==> config.mk <==
export PLATFORM = sky130hd
export DESIGN_NAME = ux607_tlarbiter_qspi_flat
export DESIGN_NICKNAME = d
export VERILOG_FILES = /design/src/rtl/ux607_tlarbiter_qspi_if.sv /design/src/rtl/ux607_tlarbiter_qspi.sv /design/src/flat_wrapper.sv
export SDC_FILE = /design/constraint.sdc
export NUM_CORES = 1
export LEC_CHECK = 0
export ABC_CLOCK_PERIOD_IN_PS = 3100
export CORE_ASPECT_RATIO = 0.5
export CORE_MARGIN = 2
export CORE_UTILIZATION = 28
export DETAILED_ROUTE_END_ITERATION = 10
export PLACE_DENSITY = 0.89
export SYNTH_ARGS = -nofsm -noshare
export SYNTH_HDL_FRONTEND = slang
export SYNTH_SLANG_ARGS = --single-unit
==> constraint.sdc <==
create_clock -name clk -period 3.1 [get_ports clk]
set_clock_uncertainty 0.1 [all_clocks]
set_input_delay 0.775 -clock clk [delete_from_list [all_inputs] [get_ports clk]]
set_output_delay 0.775 -clock clk [all_outputs]
set_load 0.005 [all_outputs]
==> src/rtl/ux607_tlarbiter_qspi_if.sv <==
// TileLink-UL A/D channel bundle for one port of the QSPI arbiter.
// SRC_W sizes the source field on both channels.
interface ux607_tlarbiter_qspi_if #(parameter int SRC_W = 2) ();
    logic             a_ready;
    logic             a_valid;
    logic [2:0]       a_opcode;
    logic [2:0]       a_param;
    logic [2:0]       a_size;
    logic [SRC_W-1:0] a_source;
    logic [29:0]      a_address;
    logic             a_mask;
    logic [7:0]       a_data;
    logic             d_ready;
    logic             d_valid;
    logic [2:0]       d_opcode;
    logic [1:0]       d_param;
    logic [2:0]       d_size;
    logic [SRC_W-1:0] d_source;
    logic             d_sink;
    logic             d_addr_lo;
    logic [7:0]       d_data;
    logic             d_error;

    modport master (
        input  a_ready,
        output a_valid, a_opcode, a_param, a_size, a_source, a_address, a_mask, a_data,
        output d_ready,
        input  d_valid, d_opcode, d_param, d_size, d_source, d_sink, d_addr_lo, d_data, d_error
    );

    modport slave (
        output a_ready,
        input  a_valid, a_opcode, a_param, a_size, a_source, a_address, a_mask, a_data,
        input  d_ready,
        output d_valid, d_opcode, d_param, d_size, d_source, d_sink, d_addr_lo, d_data, d_error
    );
endinterface

==> src/rtl/ux607_tlarbiter_qspi.sv <==
// Two-requester TileLink-UL arbiter in front of the 8-bit QSPI port: round-robin
// grant locked across Put bursts, source tagging, D routing and in-flight caps.
module ux607_tlarbiter_qspi #(
    parameter int MAX_INFLIGHT = 2,
    parameter int MAX_SIZE     = 4
) (
    input  logic                   clk,
    input  logic                   rst_n,
    ux607_tlarbiter_qspi_if.slave  in0_io,
    ux607_tlarbiter_qspi_if.slave  in1_io,
    ux607_tlarbiter_qspi_if.master out_io
);
    typedef enum logic {IDLE, BURST} state_t;

    localparam int         BEAT_W       = MAX_SIZE + 1;
    localparam logic [1:0] INFLIGHT_CAP = 2'(MAX_INFLIGHT);

    state_t            state_q, state_d;
    logic              grant_q, grant_d;
    logic              rr_q, rr_d;
    logic [BEAT_W-1:0] a_beat_q, a_beat_d;
    logic [BEAT_W-1:0] d_beat_q, d_beat_d;

    logic              sel, any_req, a_fire, a_last, has_data;
    logic              d_sel, d_fire, d_last;
    logic [7:0]        a_full, d_full;
    logic [BEAT_W-1:0] a_beats_m1, d_beats_m1;
    logic [1:0]        req_valid, elig, inc, dec;

    assign req_valid = {in1_io.a_valid, in0_io.a_valid};

    // Combinational outputs are forced quiet while reset is held.
    always_comb begin
        sel     = 1'b0;
        any_req = 1'b0;
        if (state_q == BURST) begin
            sel     = grant_q;
            any_req = req_valid[grant_q];
        end else begin
            sel     = (elig == 2'b11) ? rr_q : elig[1];
            any_req = |elig;
        end
        any_req = any_req && rst_n;
    end

    assign out_io.a_valid   = any_req;
    assign out_io.a_opcode  = sel ? in1_io.a_opcode  : in0_io.a_opcode;
    assign out_io.a_param   = sel ? in1_io.a_param   : in0_io.a_param;
    assign out_io.a_size    = sel ? in1_io.a_size    : in0_io.a_size;
    assign out_io.a_source  = {sel, (sel ? in1_io.a_source : in0_io.a_source)};
    assign out_io.a_address = sel ? in1_io.a_address : in0_io.a_address;
    assign out_io.a_mask    = sel ? in1_io.a_mask    : in0_io.a_mask;
    assign out_io.a_data    = sel ? in1_io.a_data    : in0_io.a_data;
    assign in0_io.a_ready   = any_req && !sel && out_io.a_ready;
    assign in1_io.a_ready   = any_req &&  sel && out_io.a_ready;

    assign a_fire     = any_req && out_io.a_ready;
    assign has_data   = !out_io.a_opcode[2];
    assign a_full     = 8'd1 << out_io.a_size;
    assign a_beats_m1 = has_data ? BEAT_W'(a_full - 8'd1) : '0;

    always_comb begin
        state_d  = state_q;
        grant_d  = grant_q;
        rr_d     = rr_q;
        a_beat_d = a_beat_q;
        a_last   = 1'b0;
        case (state_q)
            IDLE: begin
                if (a_fire) begin
                    if (a_beats_m1 != '0) begin
                        state_d  = BURST;
                        grant_d  = sel;
                        a_beat_d = a_beats_m1;
                    end else begin
                        rr_d   = ~sel;
                        a_last = 1'b1;
                    end
                end
            end
            BURST: begin
                if (a_fire) begin
                    if (a_beat_q == BEAT_W'(1)) begin
                        state_d  = IDLE;
                        rr_d     = ~grant_q;
                        a_beat_d = '0;
                        a_last   = 1'b1;
                    end else begin
                        a_beat_d = a_beat_q - BEAT_W'(1);
                    end
                end
            end
            default: state_d = IDLE;
        endcase
    end

    // D channel: the tag bit in the slave source picks the requester.
    assign d_sel          = out_io.d_source[2];
    assign in0_io.d_valid = rst_n && out_io.d_valid && !d_sel;
    assign in1_io.d_valid = rst_n && out_io.d_valid &&  d_sel;
    assign out_io.d_ready = rst_n && (d_sel ? in1_io.d_ready : in0_io.d_ready);

    assign in0_io.d_opcode  = out_io.d_opcode;
    assign in0_io.d_param   = out_io.d_param;
    assign in0_io.d_size    = out_io.d_size;
    assign in0_io.d_source  = out_io.d_source[1:0];
    assign in0_io.d_sink    = out_io.d_sink;
    assign in0_io.d_addr_lo = out_io.d_addr_lo;
    assign in0_io.d_data    = out_io.d_data;
    assign in0_io.d_error   = out_io.d_error;
    assign in1_io.d_opcode  = out_io.d_opcode;
    assign in1_io.d_param   = out_io.d_param;
    assign in1_io.d_size    = out_io.d_size;
    assign in1_io.d_source  = out_io.d_source[1:0];
    assign in1_io.d_sink    = out_io.d_sink;
    assign in1_io.d_addr_lo = out_io.d_addr_lo;
    assign in1_io.d_data    = out_io.d_data;
    assign in1_io.d_error   = out_io.d_error;

    assign d_fire     = out_io.d_valid && out_io.d_ready;
    assign d_full     = 8'd1 << out_io.d_size;
    assign d_beats_m1 = (out_io.d_opcode == 3'd1) ? BEAT_W'(d_full - 8'd1) : '0;
    assign d_last     = d_fire && (d_beat_q == d_beats_m1);
    assign d_beat_d   = !d_fire ? d_beat_q : (d_last ? '0 : d_beat_q + BEAT_W'(1));

    for (genvar gi = 0; gi < 2; gi++) begin : g_inflight
        logic [1:0] cnt_q, cnt_d;

        assign elig[gi] = req_valid[gi] && (cnt_q < INFLIGHT_CAP);
        assign inc[gi]  = a_last && (sel == 1'(gi));
        assign dec[gi]  = d_last && (d_sel == 1'(gi));

        // A response with nothing outstanding saturates at zero.
        always_comb begin
            cnt_d = cnt_q;
            if (inc[gi] && !dec[gi]) begin
                cnt_d = cnt_q + 2'd1;
            end else if (dec[gi] && !inc[gi] && (cnt_q != 2'd0)) begin
                cnt_d = cnt_q - 2'd1;
            end
        end

        always_ff @(posedge clk or negedge rst_n) begin
            if (!rst_n) begin
                cnt_q <= '0;
            end else begin
                cnt_q <= cnt_d;
            end
        end
    end

    always_ff @(posedge clk or negedge rst_n) begin
        if (!rst_n) begin
            state_q  <= IDLE;
            grant_q  <= 1'b0;
            rr_q     <= 1'b0;
            a_beat_q <= '0;
            d_beat_q <= '0;
        end else begin
            state_q  <= state_d;
            grant_q  <= grant_d;
            rr_q     <= rr_d;
            a_beat_q <= a_beat_d;
            d_beat_q <= d_beat_d;
        end
    end
endmodule

==> src/flat_wrapper.sv <==
// flat-port wrapper written by rule: the top's interface ports become plain ports
module ux607_tlarbiter_qspi_flat 
#(
    parameter int MAX_INFLIGHT = 2,
    parameter int MAX_SIZE     = 4
)
  (clk, rst_n, in0_io_a_ready, in0_io_a_valid, in0_io_a_opcode, in0_io_a_param, in0_io_a_size, in0_io_a_source, in0_io_a_address, in0_io_a_mask, in0_io_a_data, in0_io_d_ready, in0_io_d_valid, in0_io_d_opcode, in0_io_d_param, in0_io_d_size, in0_io_d_source, in0_io_d_sink, in0_io_d_addr_lo, in0_io_d_data, in0_io_d_error, in1_io_a_ready, in1_io_a_valid, in1_io_a_opcode, in1_io_a_param, in1_io_a_size, in1_io_a_source, in1_io_a_address, in1_io_a_mask, in1_io_a_data, in1_io_d_ready, in1_io_d_valid, in1_io_d_opcode, in1_io_d_param, in1_io_d_size, in1_io_d_source, in1_io_d_sink, in1_io_d_addr_lo, in1_io_d_data, in1_io_d_error, out_io_a_ready, out_io_a_valid, out_io_a_opcode, out_io_a_param, out_io_a_size, out_io_a_source, out_io_a_address, out_io_a_mask, out_io_a_data, out_io_d_ready, out_io_d_valid, out_io_d_opcode, out_io_d_param, out_io_d_size, out_io_d_source, out_io_d_sink, out_io_d_addr_lo, out_io_d_data, out_io_d_error);
  ux607_tlarbiter_qspi_if #(.SRC_W(2)) in0_io_i ();
  ux607_tlarbiter_qspi_if #(.SRC_W(2)) in1_io_i ();
  ux607_tlarbiter_qspi_if #(.SRC_W(3)) out_io_i ();
  input  logic clk;
  input  logic rst_n;
  output wire logic [$bits(in0_io_i.a_ready)-1:0] in0_io_a_ready;
  input wire logic [$bits(in0_io_i.a_valid)-1:0] in0_io_a_valid;
  input wire logic [$bits(in0_io_i.a_opcode)-1:0] in0_io_a_opcode;
  input wire logic [$bits(in0_io_i.a_param)-1:0] in0_io_a_param;
  input wire logic [$bits(in0_io_i.a_size)-1:0] in0_io_a_size;
  input wire logic [$bits(in0_io_i.a_source)-1:0] in0_io_a_source;
  input wire logic [$bits(in0_io_i.a_address)-1:0] in0_io_a_address;
  input wire logic [$bits(in0_io_i.a_mask)-1:0] in0_io_a_mask;
  input wire logic [$bits(in0_io_i.a_data)-1:0] in0_io_a_data;
  input wire logic [$bits(in0_io_i.d_ready)-1:0] in0_io_d_ready;
  output wire logic [$bits(in0_io_i.d_valid)-1:0] in0_io_d_valid;
  output wire logic [$bits(in0_io_i.d_opcode)-1:0] in0_io_d_opcode;
  output wire logic [$bits(in0_io_i.d_param)-1:0] in0_io_d_param;
  output wire logic [$bits(in0_io_i.d_size)-1:0] in0_io_d_size;
  output wire logic [$bits(in0_io_i.d_source)-1:0] in0_io_d_source;
  output wire logic [$bits(in0_io_i.d_sink)-1:0] in0_io_d_sink;
  output wire logic [$bits(in0_io_i.d_addr_lo)-1:0] in0_io_d_addr_lo;
  output wire logic [$bits(in0_io_i.d_data)-1:0] in0_io_d_data;
  output wire logic [$bits(in0_io_i.d_error)-1:0] in0_io_d_error;
  output wire logic [$bits(in1_io_i.a_ready)-1:0] in1_io_a_ready;
  input wire logic [$bits(in1_io_i.a_valid)-1:0] in1_io_a_valid;
  input wire logic [$bits(in1_io_i.a_opcode)-1:0] in1_io_a_opcode;
  input wire logic [$bits(in1_io_i.a_param)-1:0] in1_io_a_param;
  input wire logic [$bits(in1_io_i.a_size)-1:0] in1_io_a_size;
  input wire logic [$bits(in1_io_i.a_source)-1:0] in1_io_a_source;
  input wire logic [$bits(in1_io_i.a_address)-1:0] in1_io_a_address;
  input wire logic [$bits(in1_io_i.a_mask)-1:0] in1_io_a_mask;
  input wire logic [$bits(in1_io_i.a_data)-1:0] in1_io_a_data;
  input wire logic [$bits(in1_io_i.d_ready)-1:0] in1_io_d_ready;
  output wire logic [$bits(in1_io_i.d_valid)-1:0] in1_io_d_valid;
  output wire logic [$bits(in1_io_i.d_opcode)-1:0] in1_io_d_opcode;
  output wire logic [$bits(in1_io_i.d_param)-1:0] in1_io_d_param;
  output wire logic [$bits(in1_io_i.d_size)-1:0] in1_io_d_size;
  output wire logic [$bits(in1_io_i.d_source)-1:0] in1_io_d_source;
  output wire logic [$bits(in1_io_i.d_sink)-1:0] in1_io_d_sink;
  output wire logic [$bits(in1_io_i.d_addr_lo)-1:0] in1_io_d_addr_lo;
  output wire logic [$bits(in1_io_i.d_data)-1:0] in1_io_d_data;
  output wire logic [$bits(in1_io_i.d_error)-1:0] in1_io_d_error;
  input wire logic [$bits(out_io_i.a_ready)-1:0] out_io_a_ready;
  output wire logic [$bits(out_io_i.a_valid)-1:0] out_io_a_valid;
  output wire logic [$bits(out_io_i.a_opcode)-1:0] out_io_a_opcode;
  output wire logic [$bits(out_io_i.a_param)-1:0] out_io_a_param;
  output wire logic [$bits(out_io_i.a_size)-1:0] out_io_a_size;
  output wire logic [$bits(out_io_i.a_source)-1:0] out_io_a_source;
  output wire logic [$bits(out_io_i.a_address)-1:0] out_io_a_address;
  output wire logic [$bits(out_io_i.a_mask)-1:0] out_io_a_mask;
  output wire logic [$bits(out_io_i.a_data)-1:0] out_io_a_data;
  output wire logic [$bits(out_io_i.d_ready)-1:0] out_io_d_ready;
  input wire logic [$bits(out_io_i.d_valid)-1:0] out_io_d_valid;
  input wire logic [$bits(out_io_i.d_opcode)-1:0] out_io_d_opcode;
  input wire logic [$bits(out_io_i.d_param)-1:0] out_io_d_param;
  input wire logic [$bits(out_io_i.d_size)-1:0] out_io_d_size;
  input wire logic [$bits(out_io_i.d_source)-1:0] out_io_d_source;
  input wire logic [$bits(out_io_i.d_sink)-1:0] out_io_d_sink;
  input wire logic [$bits(out_io_i.d_addr_lo)-1:0] out_io_d_addr_lo;
  input wire logic [$bits(out_io_i.d_data)-1:0] out_io_d_data;
  input wire logic [$bits(out_io_i.d_error)-1:0] out_io_d_error;
  assign in0_io_a_ready = in0_io_i.a_ready;
  assign in0_io_i.a_valid = in0_io_a_valid;
  assign in0_io_i.a_opcode = in0_io_a_opcode;
  assign in0_io_i.a_param = in0_io_a_param;
  assign in0_io_i.a_size = in0_io_a_size;
  assign in0_io_i.a_source = in0_io_a_source;
  assign in0_io_i.a_address = in0_io_a_address;
  assign in0_io_i.a_mask = in0_io_a_mask;
  assign in0_io_i.a_data = in0_io_a_data;
  assign in0_io_i.d_ready = in0_io_d_ready;
  assign in0_io_d_valid = in0_io_i.d_valid;
  assign in0_io_d_opcode = in0_io_i.d_opcode;
  assign in0_io_d_param = in0_io_i.d_param;
  assign in0_io_d_size = in0_io_i.d_size;
  assign in0_io_d_source = in0_io_i.d_source;
  assign in0_io_d_sink = in0_io_i.d_sink;
  assign in0_io_d_addr_lo = in0_io_i.d_addr_lo;
  assign in0_io_d_data = in0_io_i.d_data;
  assign in0_io_d_error = in0_io_i.d_error;
  assign in1_io_a_ready = in1_io_i.a_ready;
  assign in1_io_i.a_valid = in1_io_a_valid;
  assign in1_io_i.a_opcode = in1_io_a_opcode;
  assign in1_io_i.a_param = in1_io_a_param;
  assign in1_io_i.a_size = in1_io_a_size;
  assign in1_io_i.a_source = in1_io_a_source;
  assign in1_io_i.a_address = in1_io_a_address;
  assign in1_io_i.a_mask = in1_io_a_mask;
  assign in1_io_i.a_data = in1_io_a_data;
  assign in1_io_i.d_ready = in1_io_d_ready;
  assign in1_io_d_valid = in1_io_i.d_valid;
  assign in1_io_d_opcode = in1_io_i.d_opcode;
  assign in1_io_d_param = in1_io_i.d_param;
  assign in1_io_d_size = in1_io_i.d_size;
  assign in1_io_d_source = in1_io_i.d_source;
  assign in1_io_d_sink = in1_io_i.d_sink;
  assign in1_io_d_addr_lo = in1_io_i.d_addr_lo;
  assign in1_io_d_data = in1_io_i.d_data;
  assign in1_io_d_error = in1_io_i.d_error;
  assign out_io_i.a_ready = out_io_a_ready;
  assign out_io_a_valid = out_io_i.a_valid;
  assign out_io_a_opcode = out_io_i.a_opcode;
  assign out_io_a_param = out_io_i.a_param;
  assign out_io_a_size = out_io_i.a_size;
  assign out_io_a_source = out_io_i.a_source;
  assign out_io_a_address = out_io_i.a_address;
  assign out_io_a_mask = out_io_i.a_mask;
  assign out_io_a_data = out_io_i.a_data;
  assign out_io_d_ready = out_io_i.d_ready;
  assign out_io_i.d_valid = out_io_d_valid;
  assign out_io_i.d_opcode = out_io_d_opcode;
  assign out_io_i.d_param = out_io_d_param;
  assign out_io_i.d_size = out_io_d_size;
  assign out_io_i.d_source = out_io_d_source;
  assign out_io_i.d_sink = out_io_d_sink;
  assign out_io_i.d_addr_lo = out_io_d_addr_lo;
  assign out_io_i.d_data = out_io_d_data;
  assign out_io_i.d_error = out_io_d_error;
  ux607_tlarbiter_qspi #(.MAX_INFLIGHT(MAX_INFLIGHT), .MAX_SIZE(MAX_SIZE)) u_core (.clk(clk), .rst_n(rst_n), .in0_io(in0_io_i), .in1_io(in1_io_i), .out_io(out_io_i));
endmodule
* Yosys cells after proc, flatten, opt, wreduce, memory -nomap -nowiden
Cells that the tools add are included.
Word-level totals: flip-flop bits (word level) 17, input bits 130, logic and storage cells 112
Operators by class: bitwise gates (word level) 4, magnitude comparators 3, equal/unequal tests 9, multiplexer cells 40, reductions and logical operators 39, shift-type cells 2, add/sub/neg operators 8
Operators with widths (count):
- 5-bit two-way mux | 7
- 30-bit two-way mux | 1
- 1-bit logical AND | 24
- 1-bit two-way mux | 19
- 5-bit by 1-bit subtractor with 5-bit output, second input constant | 3
- 2-bit two-way mux | 5
- 5-bit one-hot mux with 2 select lines | 1
- 1-bit by 3-bit << shifter with 5-bit output, first input constant | 2
- 3-bit two-way mux | 3
- 8-bit two-way mux | 1
- 2-bit nonzero test | 4
- 1-bit zero test | 6
- 2-bit != test, second input constant | 3
- 1-bit one-hot mux with 2 select lines | 3
- 3-bit AND reduction | 2
- 5-bit by 1-bit adder with 5-bit output, second input constant | 1
- 5-bit by 1-bit equality test with 1-bit output, second input constant | 1
- 5-bit equality test | 1
- 5-bit nonzero test | 1
- 2-bit by 1-bit adder with 2-bit output, second input constant | 2
- 2-bit < comparator, second input constant | 2
- 2-bit by 1-bit != test with 1-bit output, second input constant | 2
- 1-bit NOT | 4
- 4-bit AND reduction | 1
- other kinds (5) | 6

* Logic depth before layout (Yosys ltp)
depth after elaboration 19, gate-level depth with buffers 17

* Worst setup path after synthesis
Ideal clock, no wire load.
path type input -> register, start input in0_io_a_valid, end register u_core.g_inflight[0].cnt_q[1], cell stages on the path 16, buffers on the path 3, library setup time 128 ps, setup slack -746 ps, data arrival time 3617 ps, path through nor3b_2 > o41a_1 > buf_6 > clkinv_2 > buf_2 > buf_2 > nand2_1 > nand2_1 > nand3b_1 > ha_1 > nand2b_1 > nor4_1 > mux2i_4 > a2111oi_4 > mux2i_1 > a21oi_1
On the way: word-level cells in the longest chain between the ends 17
RTL lines:
- from (decl) | RTL line flat_wrapper.sv:14 | input wire logic [$bits(in0_io_i.a_valid)-1:0] in0_io_a_valid;
- 1-bit logical AND * | RTL line ux607_tlarbiter_qspi.sv:129 | assign elig[gi] = req_valid[gi] && (cnt_q < INFLIGHT_CAP);
- 2-bit equality test * | RTL line ux607_tlarbiter_qspi.sv:40 | sel = (elig == 2'b11) ? rr_q : elig[1];
- 1-bit two-way mux * | RTL line ux607_tlarbiter_qspi.sv:40
- 1-bit two-way mux * | RTL line ux607_tlarbiter_qspi.sv:36 | if (state_q == BURST) begin
- 3-bit two-way mux * | RTL line ux607_tlarbiter_qspi.sv:49 | assign out_io.a_size = sel ? in1_io.a_size : in0_io.a_size;
- via out_io_a_size[0] | RTL line flat_wrapper.sv:55 | output wire logic [$bits(out_io_i.a_size)-1:0] out_io_a_size;
- 1-bit by 3-bit << shifter with 5-bit output * | RTL line ux607_tlarbiter_qspi.sv:59 | assign a_full = 8'd1 << out_io.a_size;
- 5-bit by 1-bit subtractor with 5-bit output * | RTL line ux607_tlarbiter_qspi.sv:60 | assign a_beats_m1 = has_data ? BEAT_W'(a_full - 8'd1) : '0;
- 5-bit two-way mux * | RTL line ux607_tlarbiter_qspi.sv:60
- 5-bit nonzero test * | RTL line ux607_tlarbiter_qspi.sv:71 | if (a_beats_m1 != '0) begin
- 1-bit two-way mux * | RTL line ux607_tlarbiter_qspi.sv:71
- 1-bit two-way mux * | RTL line ux607_tlarbiter_qspi.sv:70 | if (a_fire) begin
- 1-bit one-hot mux with 2 select lines * | RTL line ux607_tlarbiter_qspi.sv:68 | case (state_q)
- 1-bit logical AND * | RTL line ux607_tlarbiter_qspi.sv:130 | assign inc[gi] = a_last && (sel == 1'(gi));
- 1-bit zero test | RTL line ux607_tlarbiter_qspi.sv:138 | end else if (dec[gi] && !inc[gi] && (cnt_q != 2'd0)) begin
- 1-bit logical AND (2 in series) | RTL line ux607_tlarbiter_qspi.sv:138
- 2-bit nonzero test (no line)
- to (signal assigned) | RTL line ux607_tlarbiter_qspi.sv:147 | cnt_q <= cnt_d;
- to (decl) | RTL line ux607_tlarbiter_qspi.sv:127 | logic [1:0] cnt_q, cnt_d;
The timed path passes the listed nets; every way through them passes the cells marked *. The select of a mux whose other input is x is not followed. A chain may end at the register's enable or synchronous reset.

* Worst setup path after layout
start input in0_io_a_valid, end register u_core.g_inflight[0].cnt_q[1]
On the way: word-level cells in the longest chain between the ends 17
RTL lines (RTL line):
- 1-bit logical AND | ux607_tlarbiter_qspi.sv:129
- 2-bit equality test | ux607_tlarbiter_qspi.sv:40
- 1-bit two-way mux | ux607_tlarbiter_qspi.sv:40
- 1-bit two-way mux | ux607_tlarbiter_qspi.sv:36
- 3-bit two-way mux | ux607_tlarbiter_qspi.sv:49
- 1-bit by 3-bit << shifter with 5-bit output | ux607_tlarbiter_qspi.sv:59
- 5-bit by 1-bit subtractor with 5-bit output | ux607_tlarbiter_qspi.sv:60
- 5-bit two-way mux | ux607_tlarbiter_qspi.sv:60
- 5-bit nonzero test | ux607_tlarbiter_qspi.sv:71
- 1-bit two-way mux | ux607_tlarbiter_qspi.sv:71
- 1-bit two-way mux | ux607_tlarbiter_qspi.sv:70
- 1-bit one-hot mux with 2 select lines | ux607_tlarbiter_qspi.sv:68
- 1-bit logical AND * | ux607_tlarbiter_qspi.sv:130
- 1-bit zero test | ux607_tlarbiter_qspi.sv:138
- 1-bit logical AND (2 in series) | ux607_tlarbiter_qspi.sv:138
- 2-bit nonzero test (no line)
Mark *: on every way between the ends. The rest lies on a longest branch, timed or not. The select of a mux whose other input is x is not followed.

==> impl_metrics.csv <==
group,metric,value,unit
outcome,status,"finished, violations left",
outcome,violations,"setup timing",
placed_design,hpwl,7.77,mm
timing,finalSetupViolations,24,
synthesis,ys_ff_latch,17,
finish,synthToLayoutAreaGrowth,103,%
finish,fin_nets,701,
timing,timing.setup.tns,-5.33,ns
route,detail_route.vias_per_cell,4.96,
worst_setup_path,critical-path-max-stage-delay,0.44,ns
power_and_ir_drop,sw_frac_of_total,44.2,%
clocking,path_clk_slew,0.06,ns
power_and_ir_drop,p_int,2.10,mW
placed_design,gp_congestion,0.850,
route,routed_wirelength,12.1,mm
timing,period_needed,3.57,ns
global_route,grt_overflow,0,
route,first_pass_iters,5,
synthesis,synth_top_area_share,24.3,%
min_path,hold_path_end,"u_core.rr_q",
worst_setup_path,slowest_stage,"a2111oi_4",
min_path,hold_class,"register to register",
route,vias,3366,
worst_setup_path,worstPathArrival,3.60,ns
clocking,clk_path_buf_depth,2,
synthesis,synth-edff-count,0,
finish,n_antenna_cell,0,
floorplan,initial_core_util,29.4,%
route,drc,0,
global_route,grt_max_degree,22,
global_route,grt_use_total,24.6,%
timing,fmax,280,MHz
worst_setup_path,crit_path_start,"in0_io_a_valid",
clocking,cts_tree,"yes",
min_path,hp-start,"u_core.rr_q",
clocking,cts.sinks,17,
power_and_ir_drop,combPwrFrac,80.8,%
synthesis,yosys.area.top_type,"nand2_1",
power_and_ir_drop,power_switching,1.67,mW
synthesis,async_flop_share,100,%
global_route,grt_pass1_wl,18.2,mm
floorplan,design.portCount,229,
worst_setup_path,cp-end-kind,"register",
clocking,cts_hold_buf,0,
worst_setup_path,r2r-end,"u_core.g_inflight[0].cnt_q[1]",
finish,final_cells,678,
route,postRouteAntennaNets,0,
power_and_ir_drop,clkPwrFrac,7.2,%
flow_run,drv_cap,0,
synthesis,synthFlopType,"dfrtp_1",
global_route,grt_antenna_before_repair,0,
min_path,hold_path_depth,2,
power_and_ir_drop,pwr-share-seq,12.0,%
timing,slew_viol_final,0,
synthesis,synth_area_leaders,"nand2_1 24%, dfrtp_1 18%, buf_4 13%",
synthesis,synth_cells,361,
synthesis,yosys_warnings,0,
floorplan,die_x,135,um
finish,fin_area,4860,um^2
synthesis,synth.distinct_cells,55,
synthesis,synthesis.nets,495,
placed_design,placed_cell_area,4400,um^2
clocking,cts_buffers,3,
power_and_ir_drop,power.density,776,nW/um^2
clocking,root_buffer,"clkbuf_16",
timing,worst_slew_pin_slew,0.634,ns
synthesis,synthesis.area,2400,um^2
synthesis,synth.avg_cell_area,6.64,um^2
worst_setup_path,critPathKind,"input port to register",
timing,finalHoldViolCount,0,
worst_setup_path,start_kind,"input port",
route,wl_per_cell,17.8,um
clocking,h-tree-depth,1,
route,initialDrtViolationCount,216,
timing,fin_ws,-0.466,ns
worst_setup_path,worstReg2RegStart,"u_core.rr_q",
power_and_ir_drop,worst_ir_drop_vdd,395,uV
timing,slew_headroom,57.6,%
worst_setup_path,crit_fanout,5,
timing,post-route-period-util,115,%
placed_design,numPortBuffers,183,
power_and_ir_drop,p_leak,2.29,nW
floorplan,core-area,8140,um^2
worst_setup_path,r2r_setup_slack,-0.29,ns
timing,grt_setup_unrepaired,"yes",
synthesis,ys_seq_area_share,17.7,%
clocking,clk_latency,0.26,ns
finish,drive_above_1_share,28.6,%
worst_setup_path,required,3.13,ns
floorplan,dieArea,9360,um^2
floorplan,die_y,69.4,um
worst_setup_path,cp_common_cell,"mux2i_4",
placed_design,dpl.cell_count,644,
worst_setup_path,cp_cell_sequence,"buf_6 > nor3b_4 > o41a_4 > clkinv_8 > buf_12 > mux2i_4 > nand3b_1 > ha_4 > nand2b_4 > nor4_4 > mux2i_4 > a2111oi_4 > mux2i_1 > a21oi_1",
worst_setup_path,worst_r2r_path_depth,15,
floorplan,rows,23,
global_route,grt_pass1_vias,3400,
## cell families after synthesis
family	after synthesis	share of synthesized area (%)
fa+ha+maj	4	2.09
compound gates	37	13.2
buf+inv	70	18.5
simple gates	209	38.0
mux	15	7.20
flops	17	17.7
xor+xnor	9	3.29
## layer usage
layer	global-route usage, %	up-vias	routed length (um)	share of wire (%)
met4	9.94	0	400	3.3
met5	0	-	0	0
li1	-	1548	-	-
met2	45.7	165	6020	50
met1	26.7	1621	4710	39
met3	6.14	32	971	8.0
## sequential cells by signal (all words and copies together), names as in the netlist
signal	count
u_core.state_q	1
u_core.a_beat_q	5
u_core.grant_q	1
u_core.rr_q	1
u_core.g_inflight.cnt_q	4
u_core.d_beat_q	5
## power groups by stage
| stage | registers [mW] | clock network (mW) | logic [mW] |
|---|---|---|---|
| 2_1_floorplan | 0.418 | 0 | 1.24 |
| 3_3_place_gp | 0.433 | 0 | 2.36 |
| 3_5_place_dp | 0.439 | 0 | 2.42 |
| 4_1_cts | 0.444 | 0.266 | 2.83 |
| 5_1_grt | 0.462 | 0.286 | 3.25 |
| 6_report | 0.453 | 0.271 | 3.05 |
## cells in the final DEF (no fill, tap or decap), types with 7 or more instances in the layout
| cell | n |
|---|---|
| nand2_1 | 150 |
| mux2i_1 | 7 |
| dfrtp_1 | 17 |
| clkdlybuf4s15_2 | 8 |
| a21oi_1 | 8 |
| buf_4 | 49 |
| inv_1 | 11 |
| nor2_1 | 18 |
| dlygate4sd2_1 | 8 |
| clkdlybuf4s50_1 | 127 |
| buf_2 | 34 |
| buf_6 | 15 |
## cell type report
cell class	instances	area (um^2)
fillers	636	3290
repair buffers	258	2440
multi-input cells	274	1710
flip-flops and latches	17	425
well taps	112	140
clock buffers	3	75.1
inverters	13	61.3
clock inverters	1	5.00
## repair_timing
action                     CTS  global route
pin swaps                   21            12
gates resized for setup    216            21
buffers inserted            22             6
setup endpoints to repair   66            59
cloned                       4             1
## per-stage QoR
step	total power [mW]	hold slack, ns	worst slack, ns	utilization [%]
after floorplan	1.65	0.379	-0.528	-
after global placement	2.80	0.429	-0.933	54.1
after detailed placement	2.85	0.440	-1.11	54.1
after CTS	3.54	0.478	-0.356	58.3
after global routing	3.99	0.489	-0.554	59.7
final	3.77	0.483	-0.466	59.7
## worst max-delay path, delay by kind of cell
family	cells	cell delay (ns)
simple gates	4	0.65
buf+inv	3	0.27
mux	3	0.68
fa+ha+maj	1	0.32
compound gates	3	0.92
## worst max path at each step
| stage | endpoint | slack (ns) | cells after the start |
|---|---|---|---|
| floorplan | u_core.g_inflight[0].cnt_q[1] | -0.53 | 16 |
| global placement | u_core.g_inflight[0].cnt_q[1] | -0.93 | 13 |
| detailed placement | u_core.g_inflight[1].cnt_q[1] | -1.11 | 13 |
| CTS | u_core.a_beat_q[4] | -0.36 | 15 |
| global route | u_core.g_inflight[0].cnt_q[1] | -0.55 | 14 |
| finish | u_core.g_inflight[0].cnt_q[1] | -0.47 | 14 |
## cell usage after synthesis (all sizes together) (2+ instances only)
cell,count
nand2,155
buf,51
nor2,20
dfrtp,17
mux2i,13
inv,12
a21oi,9
clkbuf,6
nor3,6
o21ai,6
xor2,5
a211oi,4
ha,4
nand2b,4
nor2b,4
nor4,4
o31ai,4
xnor2,4
nor3b,3
a211o,2
a21o,2
and3,2
mux2,2
nand4,2
or2,2
(Power assumes the default switching activity.)
